<file path="src/rtl/nes_controller_responder_pkg.sv">
// ============================================================================
// Module : nes_controller_responder_pkg
// Brief  : Shared constants, state encoding and frame helper for the NES/SNES
//          pad responder. Macro NES_RESPONDER_SNES_EN selects the 16-bit frame.
// Rev    : 1.0  initial release
// ============================================================================
`default_nettype none

package nes_controller_responder_pkg;

`ifdef NES_RESPONDER_SNES_EN
  localparam int FRAME_BITS = 16;
  localparam int BTN_W      = 12;
  localparam int BTN_B      = 0;
  localparam int BTN_Y      = 1;
  localparam int BTN_SELECT = 2;
  localparam int BTN_START  = 3;
  localparam int BTN_UP     = 4;
  localparam int BTN_DOWN   = 5;
  localparam int BTN_LEFT   = 6;
  localparam int BTN_RIGHT  = 7;
  localparam int BTN_A      = 8;
  localparam int BTN_X      = 9;
  localparam int BTN_L      = 10;
  localparam int BTN_R      = 11;
`else
  localparam int FRAME_BITS = 8;
  localparam int BTN_W      = 8;
  localparam int BTN_A      = 0;
  localparam int BTN_B      = 1;
  localparam int BTN_SELECT = 2;
  localparam int BTN_START  = 3;
  localparam int BTN_UP     = 4;
  localparam int BTN_DOWN   = 5;
  localparam int BTN_LEFT   = 6;
  localparam int BTN_RIGHT  = 7;
`endif

  localparam int CNT_W = $clog2(FRAME_BITS) + 1;

  typedef enum logic [1:0] {
    ST_IDLE  = 2'd0,
    ST_LOAD  = 2'd1,
    ST_SHIFT = 2'd2,
    ST_DONE  = 2'd3
  } state_t;

  // Unused trailing frame bits (SNES ID nibble) load as released.
  function automatic logic [FRAME_BITS-1:0] load_frame(input logic [BTN_W-1:0] btn);
    logic [FRAME_BITS-1:0] f;
    f            = '0;
    f[BTN_W-1:0] = btn;
    return f;
  endfunction

endpackage

`default_nettype wire

</file>
<file path="src/rtl/nes_sync_edge.sv">
// ============================================================================
// Module : nes_sync_edge
// Brief  : SYNC_STAGES flop synchroniser with rise/fall pulse detection.
// Rev    : 1.0  initial release
// ============================================================================
`default_nettype none

module nes_sync_edge #(
  parameter int SYNC_STAGES = 2
) (
  input  logic clk,
  input  logic rst_n,
  input  logic d,
  output logic level,
  output logic rise,
  output logic fall
);

  logic [SYNC_STAGES-1:0] sync_sr;
  logic                   level_d;

  always_ff @(posedge clk) begin
    if (!rst_n) begin
      sync_sr <= '0;
      level_d <= 1'b0;
    end else begin
      sync_sr <= {sync_sr[SYNC_STAGES-2:0], d};
      level_d <= sync_sr[SYNC_STAGES-1];
    end
  end

  assign level = sync_sr[SYNC_STAGES-1];
  assign rise  = level & ~level_d;
  assign fall  = ~level & level_d;

endmodule

`default_nettype wire

</file>
<file path="src/rtl/nes_controller_responder.sv">
// ============================================================================
// Module : nes_controller_responder
// Brief  : Device-side NES pad emulator; latches buttons on host latch and
//          shifts them out on nes_data per host clock. Macro
//          NES_RESPONDER_SNES_EN widens to a 12-button, 16-bit SNES frame.
// Rev    : 1.0  initial release
// ============================================================================
`default_nettype none

module nes_controller_responder
  import nes_controller_responder_pkg::*;
#(
  parameter int   SYNC_STAGES = 2,
  parameter logic DONE_LEVEL  = 1'b0
) (
  input  logic             clk,
  input  logic             rst_n,
  input  logic [BTN_W-1:0] buttons,
  input  logic             nes_latch,
  input  logic             nes_clk,
  output logic             nes_data,
  output logic             busy,
  output logic             read_done
);

  localparam logic [CNT_W-1:0] LAST_BIT = CNT_W'(FRAME_BITS - 1);

  logic l_s, l_rise, l_fall;
  logic c_s, c_rise, c_fall;
  logic unused_edges;

  nes_sync_edge #(.SYNC_STAGES(SYNC_STAGES)) u_latch_sync (
    .clk   (clk),
    .rst_n (rst_n),
    .d     (nes_latch),
    .level (l_s),
    .rise  (l_rise),
    .fall  (l_fall)
  );

  nes_sync_edge #(.SYNC_STAGES(SYNC_STAGES)) u_clk_sync (
    .clk   (clk),
    .rst_n (rst_n),
    .d     (nes_clk),
    .level (c_s),
    .rise  (c_rise),
    .fall  (c_fall)
  );

  assign unused_edges = ^{l_rise, c_s, c_fall};

  // Buttons share the latch's delay so the sampled vector lines up with l_s.
  logic [BTN_W-1:0] btn_sync [SYNC_STAGES];
  logic [BTN_W-1:0] buttons_s;

  always_ff @(posedge clk) begin
    if (!rst_n) begin
      for (int i = 0; i < SYNC_STAGES; i++) btn_sync[i] <= '0;
    end else begin
      btn_sync[0] <= buttons;
      for (int i = 1; i < SYNC_STAGES; i++) btn_sync[i] <= btn_sync[i-1];
    end
  end

  assign buttons_s = btn_sync[SYNC_STAGES-1];

  state_t                state;
  logic [FRAME_BITS-1:0] shift_reg;
  logic [CNT_W-1:0]      bit_cnt;

  always_ff @(posedge clk) begin
    if (!rst_n) begin
      state     <= ST_IDLE;
      shift_reg <= '0;
      bit_cnt   <= '0;
      nes_data  <= 1'b1;
      busy      <= 1'b0;
      read_done <= 1'b0;
    end else begin
      read_done <= 1'b0;
      // Latch wins over everything, including an in-flight frame.
      if (l_s) begin
        state     <= ST_LOAD;
        shift_reg <= load_frame(buttons_s);
        bit_cnt   <= '0;
        nes_data  <= ~buttons_s[0];
        busy      <= 1'b0;
      end else begin
        case (state)
          ST_IDLE: begin
            nes_data <= 1'b1;
            busy     <= 1'b0;
          end
          ST_LOAD: begin
            if (l_fall) begin
              state <= ST_SHIFT;
              busy  <= 1'b1;
            end
          end
          ST_SHIFT: begin
            if (c_rise) begin
              shift_reg <= {1'b0, shift_reg[FRAME_BITS-1:1]};
              bit_cnt   <= bit_cnt + 1'b1;
              if (bit_cnt == LAST_BIT) begin
                state     <= ST_DONE;
                read_done <= 1'b1;
                busy      <= 1'b0;
                nes_data  <= DONE_LEVEL;
              end else begin
                nes_data <= ~shift_reg[1];
              end
            end
          end
          ST_DONE: begin
            nes_data <= DONE_LEVEL;
          end
          default: state <= ST_IDLE;
        endcase
      end
    end
  end

endmodule

`default_nettype wire
</file>
<file path="config.mk">
export PLATFORM = sky130hd
export DESIGN_NAME = nes_controller_responder
export DESIGN_NICKNAME = d
export VERILOG_FILES = /design/src/rtl/nes_controller_responder_pkg.sv /design/src/rtl/nes_sync_edge.sv /design/src/rtl/nes_controller_responder.sv
export SDC_FILE = /design/constraint.sdc
export NUM_CORES = 1
export LEC_CHECK = 0
export ABC_CLOCK_PERIOD_IN_PS = 2100
export CORE_UTILIZATION = 58
export CTS_BUF_LIST = sky130_fd_sc_hd__clkbuf_2
export DETAILED_ROUTE_END_ITERATION = 10
export PLACE_DENSITY = 0.86
export SLEW_MARGIN = 30
export SYNTH_ARGS = -nofsm -noshare
export SYNTH_HDL_FRONTEND = slang
export SYNTH_SLANG_ARGS = --single-unit
</file>
<file path="constraint.sdc">
create_clock -name clk -period 2.1 [get_ports clk]
set_clock_uncertainty 0.15 [all_clocks]
set_input_delay 0.63 -clock clk [delete_from_list [all_inputs] [get_ports clk]]
set_output_delay 0.63 -clock clk [all_outputs]
set_load 0.05 [all_outputs]
</file>
==> impl_metrics.py <==
metrics = {
    "run_status": {
        "status": "completed",
    },
    "yosys": {
        "yosysMostFrequentCell": "dfxtp_1",
        "yosysTopAreaCellShare_pct": 51.1,
        "ys_seq_area_share_pct": 51.1,
        "yosysTopAreaCell": "dfxtp_1",
        "syn_inst": 146,
        "synth_area_leaders": "dfxtp_1 51%, and2_1 12%, mux2i_1 5.4%, ha_1 5.0%, nand2_1 2.8%",
        "synthesis.nets": 164,
        "synth-async-reset-ratio_pct": 0,
        "synth-edff-count": 0,
        "synthFlopType": "dfxtp_1",
        "avgSynthCellArea_um2": 10.2,
        "synth_cell_type_count": 30,
        "synthesis.area_um2": 1490,
        "yosys_warnings": 0,
        "synth_common_cells": "38 x dfxtp_1, 29 x and2_1, 11 x nand2_1, 8 x mux2i_1, 8 x o21ai_0",
        "ys_ff_latch": 38,
    },
    "critical_path": {
        "worst-path-buf-inv": 1,
        "timing.rr.start": "state[0]",
        "crit_path_max_incr_delay_ps": 460,
        "critPathRequiredTime_ps": 2260,
        "crit_chain": "inv_1 > ha_1 > a22oi_4 > or4b_1 > o211a_1",
        "start_kind": "register",
        "crit_family": "simple AND/OR/NAND/NOR gates",
        "path_class": "reg -> reg",
        "reg2reg_slack_ps": 170,
        "critPathSlowestCell": "or4b_1",
        "rr_worst_depth": 5,
        "r2r_end": "busy",
        "path_max_fanout": 9,
        "worstPathArrival_ps": 2090,
        "worstSetupEndpointType": "register",
    },
    "timing": {
        "worst_pin_slew_ps": 436,
        "finalSetupViolCount": 0,
        "max_slew_margin_pct": 70.9,
        "hold_viol": 0,
        "fin_crit_sh_pct": 91.9,
        "period_minus_slack_ps": 1930,
        "fin_ws_ps": 170,
        "rsz0062_at_grt": "no",
        "slew_viol_final": 0,
        "fmax_mhz": 518,
        "whs_ps": 307,
    },
    "global_route": {
        "grt_pass1_vias": 937,
        "grtUsageTotal_pct": 20.6,
        "grt_start_max_net_pins": 33,
        "grt_overflow": 0,
        "grt_pass1_wl_um": 3970,
        "antenna_found_initial": 0,
    },
    "die": {
        "io_pins": 15,
        "start_util_pct": 64.2,
        "core-area_um2": 2320,
        "row_count": 17,
        "die_area_um2": 2770,
        "fp.dieH_um": 52.7,
        "die_w_um": 52.7,
    },
    "clock_tree": {
        "cts-root-buf": "clkbuf_2",
        "cts.sinks": 38,
        "cts_buffers": 5,
        "postCtsSetupBuffers": 0,
        "clk_pin_slew_worst_paths_ps": 180,
        "insertion_delay_ps": 380,
        "cts_htree_levels": 2,
        "cts_tree": "built",
        "cts_buffer_depth": 2,
        "hold_buffers": 0,
        "cts-resized-gates": 0,
    },
    "cells_and_area": {
        "area_growth_pct": 12.7,
        "nets": 180,
        "drive_gt1_share_pct": 10.4,
        "n_fill_cell": 183,
        "multiInputGateArea_um2": 666,
        "antenna_cells": 0,
        "fin_cells": 191,
        "largest_register_ffs": 16,
        "regArea_um2": 761,
    },
    "placement": {
        "dp_hpwl_um": 1760,
        "io_buffers": 14,
        "post-place-ws_ps": -1.85,
        "dp.cells": 183,
        "place_congestion": 0.830,
    },
    "routing": {
        "post_drt_wl_per_cell_um": 12.8,
        "ant_nets": 0,
        "drt-initial-drc-count": 20,
        "vias": 1003,
        "drc": 0,
        "drtPass1Iterations": 4,
        "vias_per_cell": 5.25,
        "wirelength_um": 2450,
    },
    "hold_path": {
        "hold_path_class": "reg -> reg",
        "hp-start": "btn_sync[0][6]",
        "hold_end": "btn_sync[0][14]",
        "hold_depth": 1,
    },
    "job": {
        "drv_cap": 0,
    },
    "power_and_ir_drop": {
        "powerDensity_nw_per_um2": 699,
        "leakagePower_nw": 0.718,
        "vdd_drop_max_mv": 0.592,
        "total_power_w": 0.00117,
    },
}
## cells in the final DEF (no fill, tap or decap), types with 2 or more instances in the layout
cell type / instances
a21oi_1: 2
a31oi_1: 2
and2_1: 29
buf_4: 6
clkbuf_2: 6
clkdlybuf4s50_1: 11
dfxtp_1: 38
ha_1: 6
inv_1: 6
mux2i_1: 8
nand2_1: 11
nand2b_4: 2
nand3_1: 2
nand3b_1: 3
nor2_1: 5
o211a_1: 2
o21ai_0: 8
xor2_1: 2
## metal layers
layer	routed length [um]	vias to the layer above	global-route usage [%]
met5	0	-	0
met4	40	0	9.21
met3	97	6	7.83
met2	1190	15	34.2
met1	1130	468	23.2
li1	-	514	-
## kinds of logic after synthesis
group / Yosys count / share of synthesized area (%)
buffers and inverters: 14 / 4.20
flip-flops: 38 / 51.1
AND/OR/NAND/NOR: 58 / 23.3
multiplexers: 8 / 5.38
adder cells (fa/ha/maj): 6 / 5.04
XOR/XNOR: 3 / 1.77
AO/OA/AOI/OAI: 19 / 9.24
## report_power, final
group          switching, W  internal (W)
clock network      0.000230     0.0000819
registers         0.0000119      0.000746
logic             0.0000491     0.0000545
## stage by stage
step / TNS [ps] / utilization [%] / instance area [um2]
finish: 0 / 72.4 / 1680
global route: 0 / 72.4 / 1680
CTS: 0 / 72.4 / 1680
detailed placement: -1.85 / 70.7 / 1640
global placement: 0 / 70.7 / 1640
floorplan: 0 / - / 1490
## final cells by class
| cell class | count | share of cell area, % |
|---|---|---|
| repair buffers | 17 | 9.25 |
| clock buffers | 6 | 1.79 |
| multi-input cells | 94 | 39.7 |
| inverters | 6 | 1.34 |
| well taps | 28 | 2.09 |
| flip-flops and latches | 38 | 45.3 |
| clock inverters | 2 | 0.522 |
## worst max path at each step
stage             start   end  cells after the start
2_1_floorplan  state[0]  busy                      6
3_3_place_gp      rst_n  busy                      5
3_5_place_dp      rst_n  busy                      5
4_1_cts        state[0]  busy                      5
5_1_grt        state[0]  busy                      5
6_report       state[0]  busy                      5
No activity file was read; power rests on OpenSTA's default activity.
